[config.mk]
export PLATFORM = sky130hd
export DESIGN_NAME = ro_response_reader_flat
export DESIGN_NICKNAME = d
export VERILOG_FILES = /design/src/rtl/ro_response_reader_pkg.sv /design/src/rtl/ro_response_reader_if.sv /design/src/rtl/ro_response_reader_edge_counter.sv /design/src/rtl/ro_response_reader.sv /design/src/flat_wrapper.sv
export SDC_FILE = /design/constraint.sdc
export NUM_CORES = 1
export LEC_CHECK = 0
export BUFFER_PORTS_ARGS = -buffer_cell sky130_fd_sc_hd__buf_2
export CORE_MARGIN = 2
export CORE_UTILIZATION = 64
export DETAILED_ROUTE_END_ITERATION = 12
export PLACE_DENSITY = 0.89
export SYNTH_ARGS = -nofsm -noshare
export SYNTH_HDL_FRONTEND = slang
export SYNTH_SLANG_ARGS = --single-unit
[constraint.sdc]
create_clock -name CLK -period 4.85 [get_ports CLK]
set_input_delay 0.97 -clock CLK [delete_from_list [all_inputs] [get_ports CLK]]
set_output_delay 0.97 -clock CLK [all_outputs]
set_load 0.02 [all_outputs]
[src/rtl/ro_response_reader_pkg.sv]
// rtl/ro_response_reader_pkg.sv - shared types and constants for the RO PUF response reader.
package ro_reader_pkg;

   typedef enum logic [2:0] {
      IDLE,
      SETTLE,
      COUNT,
      DRAIN,
      DONE
   } state_t;

   localparam int DRAIN_CYC   = 3;
   localparam int SYNC_STAGES = 2;

   function automatic int max_i(input int a, input int b);
      return (a > b) ? a : b;
   endfunction

endpackage

[src/rtl/ro_response_reader_if.sv]
// rtl/ro_response_reader_if.sv - host/RO-array bundle for the reader; RO_RAW_COUNT_EN adds CNT_A/CNT_B.
interface ro_response_reader_if #(
   parameter int CHAL_W = 8
`ifdef RO_RAW_COUNT_EN
   , parameter int CNT_W = 16
`endif
);
   logic              START;
   logic [CHAL_W-1:0] CHAL;
   logic              RO_A;
   logic              RO_B;
   logic [CHAL_W-1:0] CHAL_OUT;
   logic              RO_EN;
   logic              BUSY;
   logic              RESP;
   logic              TIE;
   logic              RESP_VALID;
`ifdef RO_RAW_COUNT_EN
   logic [CNT_W-1:0]  CNT_A;
   logic [CNT_W-1:0]  CNT_B;

   modport master (output START, CHAL, RO_A, RO_B,
                   input  CHAL_OUT, RO_EN, BUSY, RESP, TIE, RESP_VALID, CNT_A, CNT_B);
   modport slave  (input  START, CHAL, RO_A, RO_B,
                   output CHAL_OUT, RO_EN, BUSY, RESP, TIE, RESP_VALID, CNT_A, CNT_B);
`else
   modport master (output START, CHAL, RO_A, RO_B,
                   input  CHAL_OUT, RO_EN, BUSY, RESP, TIE, RESP_VALID);
   modport slave  (input  START, CHAL, RO_A, RO_B,
                   output CHAL_OUT, RO_EN, BUSY, RESP, TIE, RESP_VALID);
`endif
endinterface

[src/rtl/ro_response_reader_edge_counter.sv]
// rtl/ro_response_reader_edge_counter.sv - synchronizes one RO output and counts its rising edges, saturating.
module ro_edge_counter
   import ro_reader_pkg::*;
#(
   parameter int CNT_W = 16
) (
   input  logic             CLK,
   input  logic             RST,
   input  logic             CLR,
   input  logic             EN,
   input  logic             RO_IN,
   output logic [CNT_W-1:0] CNT
);

   // Bits [SYNC_STAGES-1:0] are the synchronizer; the top bit is the delayed copy for edge detection.
   logic [SYNC_STAGES:0] sync_q, sync_d;
   logic [CNT_W-1:0]     cnt_q, cnt_d;
   logic                 edge_det;

   always_comb begin
      sync_d   = {sync_q[SYNC_STAGES-1:0], RO_IN};
      edge_det = sync_q[SYNC_STAGES-1] & ~sync_q[SYNC_STAGES];
      cnt_d    = cnt_q;
      if (CLR) begin
         cnt_d = '0;
      end else if (EN && edge_det && (cnt_q != {CNT_W{1'b1}})) begin
         cnt_d = cnt_q + CNT_W'(1);
      end
   end

   always_ff @(posedge CLK) begin
      if (RST) begin
         sync_q <= '0;
         cnt_q  <= '0;
      end else begin
         sync_q <= sync_d;
         cnt_q  <= cnt_d;
      end
   end

   assign CNT = cnt_q;

endmodule

[src/rtl/ro_response_reader.sv]
// rtl/ro_response_reader.sv - drives a challenge into two RO chains, counts both over a window, emits one response bit.
// Define RO_RAW_COUNT_EN to also expose the final counts as CNT_A/CNT_B.
module ro_response_reader
   import ro_reader_pkg::*;
#(
   parameter int CHAL_W     = 8,
   parameter int CNT_W      = 16,
   parameter int WINDOW     = 1024,
   parameter int SETTLE_CYC = 4
) (
   input logic                  CLK,
   input logic                  RST,
   ro_response_reader_if.slave  bus
);

   localparam int TMR_MAX = max_i(max_i(WINDOW, SETTLE_CYC), DRAIN_CYC);
   localparam int TMR_W   = $clog2(TMR_MAX + 1);

   state_t             state_q, state_d;
   logic [TMR_W-1:0]   tmr_q, tmr_d;
   logic [CHAL_W-1:0]  chal_q, chal_d;
   logic               resp_q, resp_d;
   logic               tie_q, tie_d;
   logic               rv_q, rv_d;
   logic               clr;
   logic               cnt_en;
   logic [CNT_W-1:0]   cnt_a, cnt_b;

   ro_edge_counter #(.CNT_W(CNT_W)) u_cnt_a (
      .CLK   (CLK),
      .RST   (RST),
      .CLR   (clr),
      .EN    (cnt_en),
      .RO_IN (bus.RO_A),
      .CNT   (cnt_a)
   );

   ro_edge_counter #(.CNT_W(CNT_W)) u_cnt_b (
      .CLK   (CLK),
      .RST   (RST),
      .CLR   (clr),
      .EN    (cnt_en),
      .RO_IN (bus.RO_B),
      .CNT   (cnt_b)
   );

   // Counting continues through DRAIN so edges still inside the synchronizers are not lost.
   assign cnt_en = (state_q == COUNT) || (state_q == DRAIN);

   always_comb begin
      state_d = state_q;
      tmr_d   = tmr_q;
      chal_d  = chal_q;
      resp_d  = resp_q;
      tie_d   = tie_q;
      rv_d    = 1'b0;
      clr     = 1'b0;
      case (state_q)
         IDLE: begin
            if (bus.START) begin
               chal_d  = bus.CHAL;
               clr     = 1'b1;
               tmr_d   = TMR_W'(SETTLE_CYC - 1);
               state_d = SETTLE;
            end
         end
         SETTLE: begin
            if (tmr_q == '0) begin
               tmr_d   = TMR_W'(WINDOW - 1);
               state_d = COUNT;
            end else begin
               tmr_d = tmr_q - TMR_W'(1);
            end
         end
         COUNT: begin
            if (tmr_q == '0) begin
               tmr_d   = TMR_W'(DRAIN_CYC - 1);
               state_d = DRAIN;
            end else begin
               tmr_d = tmr_q - TMR_W'(1);
            end
         end
         DRAIN: begin
            if (tmr_q == '0) begin
               state_d = DONE;
            end else begin
               tmr_d = tmr_q - TMR_W'(1);
            end
         end
         DONE: begin
            resp_d  = (cnt_a > cnt_b);
            tie_d   = (cnt_a == cnt_b);
            rv_d    = 1'b1;
            state_d = IDLE;
         end
         default: state_d = IDLE;
      endcase
   end

   always_ff @(posedge CLK) begin
      if (RST) begin
         state_q <= IDLE;
         tmr_q   <= '0;
         chal_q  <= '0;
         resp_q  <= 1'b0;
         tie_q   <= 1'b0;
         rv_q    <= 1'b0;
      end else begin
         state_q <= state_d;
         tmr_q   <= tmr_d;
         chal_q  <= chal_d;
         resp_q  <= resp_d;
         tie_q   <= tie_d;
         rv_q    <= rv_d;
      end
   end

`ifdef RO_RAW_COUNT_EN
   logic [CNT_W-1:0] cnt_a_q, cnt_a_d;
   logic [CNT_W-1:0] cnt_b_q, cnt_b_d;

   always_comb begin
      cnt_a_d = cnt_a_q;
      cnt_b_d = cnt_b_q;
      if (state_q == DONE) begin
         cnt_a_d = cnt_a;
         cnt_b_d = cnt_b;
      end
   end

   always_ff @(posedge CLK) begin
      if (RST) begin
         cnt_a_q <= '0;
         cnt_b_q <= '0;
      end else begin
         cnt_a_q <= cnt_a_d;
         cnt_b_q <= cnt_b_d;
      end
   end

   assign bus.CNT_A = cnt_a_q;
   assign bus.CNT_B = cnt_b_q;
`endif

   assign bus.CHAL_OUT   = chal_q;
   assign bus.RO_EN      = (state_q == COUNT);
   assign bus.BUSY       = (state_q != IDLE);
   assign bus.RESP       = resp_q;
   assign bus.TIE        = tie_q;
   assign bus.RESP_VALID = rv_q;

endmodule

[src/flat_wrapper.sv]
// flat-port wrapper written by rule: the top's interface ports become plain ports
module ro_response_reader_flat import ro_reader_pkg::*;
#(
   parameter int CHAL_W     = 8,
   parameter int CNT_W      = 16,
   parameter int WINDOW     = 1024,
   parameter int SETTLE_CYC = 4
)
  (CLK, RST, bus_START, bus_CHAL, bus_RO_A, bus_RO_B, bus_CHAL_OUT, bus_RO_EN, bus_BUSY, bus_RESP, bus_TIE, bus_RESP_VALID);
  ro_response_reader_if #(.CHAL_W(CHAL_W)) bus_i ();
  input logic CLK;
  input logic RST;
  input wire logic [$bits(bus_i.START)-1:0] bus_START;
  input wire logic [$bits(bus_i.CHAL)-1:0] bus_CHAL;
  input wire logic [$bits(bus_i.RO_A)-1:0] bus_RO_A;
  input wire logic [$bits(bus_i.RO_B)-1:0] bus_RO_B;
  output wire logic [$bits(bus_i.CHAL_OUT)-1:0] bus_CHAL_OUT;
  output wire logic [$bits(bus_i.RO_EN)-1:0] bus_RO_EN;
  output wire logic [$bits(bus_i.BUSY)-1:0] bus_BUSY;
  output wire logic [$bits(bus_i.RESP)-1:0] bus_RESP;
  output wire logic [$bits(bus_i.TIE)-1:0] bus_TIE;
  output wire logic [$bits(bus_i.RESP_VALID)-1:0] bus_RESP_VALID;
  assign bus_i.START = bus_START;
  assign bus_i.CHAL = bus_CHAL;
  assign bus_i.RO_A = bus_RO_A;
  assign bus_i.RO_B = bus_RO_B;
  assign bus_CHAL_OUT = bus_i.CHAL_OUT;
  assign bus_RO_EN = bus_i.RO_EN;
  assign bus_BUSY = bus_i.BUSY;
  assign bus_RESP = bus_i.RESP;
  assign bus_TIE = bus_i.TIE;
  assign bus_RESP_VALID = bus_i.RESP_VALID;
  ro_response_reader #(.CHAL_W(CHAL_W), .CNT_W(CNT_W), .WINDOW(WINDOW), .SETTLE_CYC(SETTLE_CYC)) u_core (.CLK(CLK), .RST(RST), .bus(bus_i));
endmodule
### Word level (Yosys, flattened, before mapping)

Index checks and enable logic that the tools add are counted.

* mux-type cells: 13
* bitwise gates (word level): 4
* equality and inequality tests: 12
* $lt $le $gt $ge: 1
* reduce and logical (&&, ||, !) cells: 13
* add/sub/neg operators: 3

Operators with widths (number)
* $mux 11: 4
* $pmux 11 s4: 1
* $add 16x1->16 const B: 2
* $ne 16x16->1 const B: 2
* $eq 16x16->1: 1
* $gt 16x16->1: 1
* $mux 3: 4
* $pmux 3 s4: 1
* $logic_not 11->1: 1
* $sub 11x1->11 const B: 1
* $eq 3x2->1 const B: 2
* $ne 2x2->1 const B: 3
* $logic_and 1x1->1: 4
* $ne 2x1->1 const B: 2
* $reduce_and 4->1: 1
* $reduce_bool 4->1: 1
* $eq 3x1->1 const B: 1
* $eq 3x3->1 const B: 1
* $logic_not 3->1: 1
* $mux 1: 3
* $reduce_and 3->1: 1
* $reduce_bool 3->1: 1
* $and 1x1->1: 2
* $not 1->1: 2
* other kinds (3): 3

* register bits: 63
* input bits: 13
* logic and storage cells: 56
* output and inout bits: 13

### Logic depth before layout (Yosys ltp)

* depth after elaboration: 4
* mapped depth: 9
* gate-level depth less buffers: 7

### Modules after synthesis

Synthesis repeated with hierarchy kept, for this count alone.

* cell total of the unflattened synthesis: 413
* area total of the unflattened synthesis: 3433.3 µm²

By module, submodules not included
* ro_edge_counter: instances 2, seq. area each 380.4 µm², cells each 103, area an instance 890.9 µm²
* ro_response_reader: instances 1, seq. area each 500.5 µm², cells each 207, area an instance 1651.6 µm²

### Worst setup path after synthesis

Ideal clock, no wire load.

* path kind: register to output
* from: reg u_core.state_q[1]
* to: out bus_RO_EN
* data required time: 3.880 ns
* arrival: 1.110 ns
* path buffers: 1
* slack: 2.770 ns
* stages on the path, launching flop included: 4
* path through: dfxtp_1 -> buf_2 -> inv_1 -> nor3_1

* word-level cells in the longest chain between the ends: 1

RTL lines
* start, declared: RTL line ro_response_reader.sv:19 `state_t state_q, state_d;`
* start signal, assigned: RTL line ro_response_reader.sv:109 `state_q <= state_d;`
* $eq 3x2->1: RTL line ro_response_reader.sv:146 `assign bus.RO_EN = (state_q == COUNT);`
* end, declared: RTL line flat_wrapper.sv:18 `output wire logic [$bits(bus_i.RO_EN)-1:0] bus_RO_EN;`

No other way between the ends.

### Worst setup path after layout

Same ends and word-level chain as after synthesis.

==> reports/summary.txt <==
CTS buffer count: 9
Placed Area: 3580 µm²
Synthesized Nets: 435
Initial antenna violation count: 0
CP top delay family: flip-flops
Crit path buffers/inverters: 2
DR pass1 iterations: 5
Final Wtd Congestion: 0.857
Site Rows: 26
Period minus WS final: 2.44 ns
Post-layout nets: 458
Syn_area_per_cell: 8.52 µm²
Pre-CTS setup slack: 2.12 ns
Drt first-iter violations: 126
R2R setup slack: 2.60 ns
Clock tree sinks: 63
EDFF count, synth: 0
Leading area contributor after synthesis: dfxtp_1
Crit Path Class: reg -> out
Drt drc: 0
CP Capture Type: primary output
Cell with the most instances after synthesis: dfxtp_1
Crit Reg-Reg Endpoint: u_core.u_cnt_a.CNT[15]
Final instance area: 3770 µm²
Global-route wire length before repair: 12,600 µm
Cell Area, Synth: 3430 µm²
Yosys cell types: 54
Register area share after synthesis: 36.8%
Drt wl/cell: 14.6 µm
Max FO, Critical Path: 13
Post-CTS setup buffers: 0
Max Cap Viol: 0
Crit path DAT: 1.47 ns
Primary FF master, synth: dfxtp_1
Sum Neg Setup Slack: 0 ns
Largest net degree at the start of global routing: 33
Port bufs: 25
Initial core utilization: 66.7%
Clk_lat worst skew: 0.35 ns
Hold depth: 1
Root buf cell: clkbuf_8
Vias in the first global route: 2,789
DIE AREA: 5950 µm²
DR vias: 2,940
Total Power Consumption: 1670 µW
Hpwl dp: 5040 µm
Die Y: 77.2 µm
RSZ-0062 raised after global routing: no
Worst reg2reg path depth: 4
Post-CTS Hold Fix Bufs: 0
Class of the worst hold path: reg -> reg
Critical path required time: 3.88 ns
Hold Path Sink: u_core.u_cnt_a.sync_q[1]
Crit path depth: 3
Reg clk slew, reported paths: 0.08 ns
Pleak: 0.00138 µW
Ratio of final minimum period to clock period: 50.2%
Synth top area share: 36.8%
Detail Route Antenna Nets: 0
Worst setup margin: 2.41 ns
PD cells: 443 nW/µm²
Layout Skew: 0.00565 ns
Slew margin rel.: 19.8%
Core Footprint: 5140 µm²
Reg-to-reg startpoint: u_core.state_q[1]
Critical path startpoint category: flop
Die width: 77.2 µm
Slew Limit Fails: 0
IO Count: 26
CTS Buffer Depth: 2
Worst path slowest cell: dfxtp_1
Flops & latches, synth: 63
Number of vias per cell: 5.88
Worst slew pin tran: 1.20 ns
Area delta synth->final: 10.2%
CTS resizes: 0
N_diodes: 0
Post-Syn Instances: 402
Outcome: completed
Final core utilization: 73.4%
Fmax: 411 MHz
Critical Path, Cell by Cell: inv_1 > nor3_1 > buf_2
Ranking of synthesized cells by area: dfxtp_1, ha_1, xnor2_1
CTS tree: built
Hold wc startpoint: u_core.u_cnt_a.sync_q[0]
Yosys warns: 0
Final hold vios: 0
Clock H-tree levels: 3
Gr ovfl total: 0
Asr flop ratio synth: 0%
Post-Route WL: 7290 µm
Synth cell count leaders: dfxtp_1, nor2_1, nand2_1
CP peak stage delay: 0.60 ns
Total GRT Usage: 26.0%
Endpoints failing setup: 0
Max VDD drop: 0.000482 V
Layout cells sized above 1: 15.8%
==> metal layers <==
metal  vias to the layer above  part of all wire, %  global-route usage [%]  wire, µm
met5                         -                    0                       0         0
met4                         0                  1.3                    8.21        94
met3                        12                  5.5                    7.76       403
met2                        86                   49                    41.5      3540
met1                      1376                   45                    33.7      3240
li1                       1466                    -                       -         -
==> worst register-to-register path, delay by kind of cell (launching register included) <==
family | cells | cell delay (ns)
flip-flops | 1 | 0.45
AND/OR/NAND/NOR | 4 | 1.65
==> state kept, by name, summed over array words and instances (netlist names) <==
name and flops:
u_core.bus.RESP 1, u_core.bus.CHAL_OUT 8, u_core.bus.RESP_VALID 1, u_core.u_cnt_a.sync_q 3, u_core.u_cnt_b.CNT 16, u_core.bus.TIE 1
u_core.tmr_q 11, u_core.u_cnt_b.sync_q 3, u_core.state_q 3, u_core.u_cnt_a.CNT 16
==> worst max-delay path by stage <==
stage                      startpoint                endpoint
finish              u_core.state_q[1]               bus_RO_EN
global route        u_core.state_q[1]   u_core.u_cnt_a.CNT[0]
CTS                 u_core.state_q[1]               bus_RO_EN
detailed placement                RST  u_core.u_cnt_a.CNT[15]
global placement                  RST  u_core.u_cnt_a.CNT[15]
floorplan           u_core.state_q[1]               bus_RO_EN
==> stage by stage <==
stage	instances	hold slack, ns
floorplan	402	0.414
global placement	484	0.419
detailed placement	484	0.428
CTS	500	0.446
global route	500	0.466
finish	500	0.444
==> final cells by class <==
| type | count | area (µm²) |
|---|---|---|
| Clock buffer | 9 | 124 |
| Multi-Input combinational cell | 302 | 2010 |
| Inverter | 24 | 90.1 |
| Fill cell | 394 | 1370 |
| Timing Repair Buffer | 25 | 125 |
| Clock inverter | 7 | 72.6 |
| Tap cell | 70 | 87.6 |
| Sequential cell | 63 | 1260 |
==> cells in the final DEF, fill, tap and decap left out, types with 3 or more instances in the layout <==
cell type	n
nor3_2	3
nor4_1	4
nor3_1	13
mux2i_1	3
and3_1	4
dfxtp_1	63
ha_1	20
o21ai_0	7
inv_1	24
nor4b_2	4
o211ai_1	3
nand4_2	3
a221oi_1	3
nand2_1	42
nand4_1	8
nor4_2	8
nand3_1	21
nor2b_1	7
a211oi_1	7
nor2_1	49
o21ai_1	7
buf_2	25
a21oi_1	24
clkbuf_8	9
xnor2_1	27
==> cell families (layout without fill, tap and decap cells) <==
kind of cell | Yosys count | count (layout) | share of synthesized area [%]
xor gates and xnor gates | 27 | 27 | 6.90
DFF | 63 | 63 | 36.8
and+or+nand+nor | 184 | 184 | 30.6
muxes | 3 | 3 | 0.877
buffers and inverters | 37 | 65 | 4.42
AOI/OAI and AO/OA | 68 | 68 | 13.0
adders and majority gates | 20 | 20 | 7.30
==> where the power goes <==
part           switching (µW)  internal [µW]  total [µW]
registers                90.6            584         674
logic                     346            193         539
clock network             221            238         459
total                     659           1010        1670
Power figures use the tool's default switching activity.
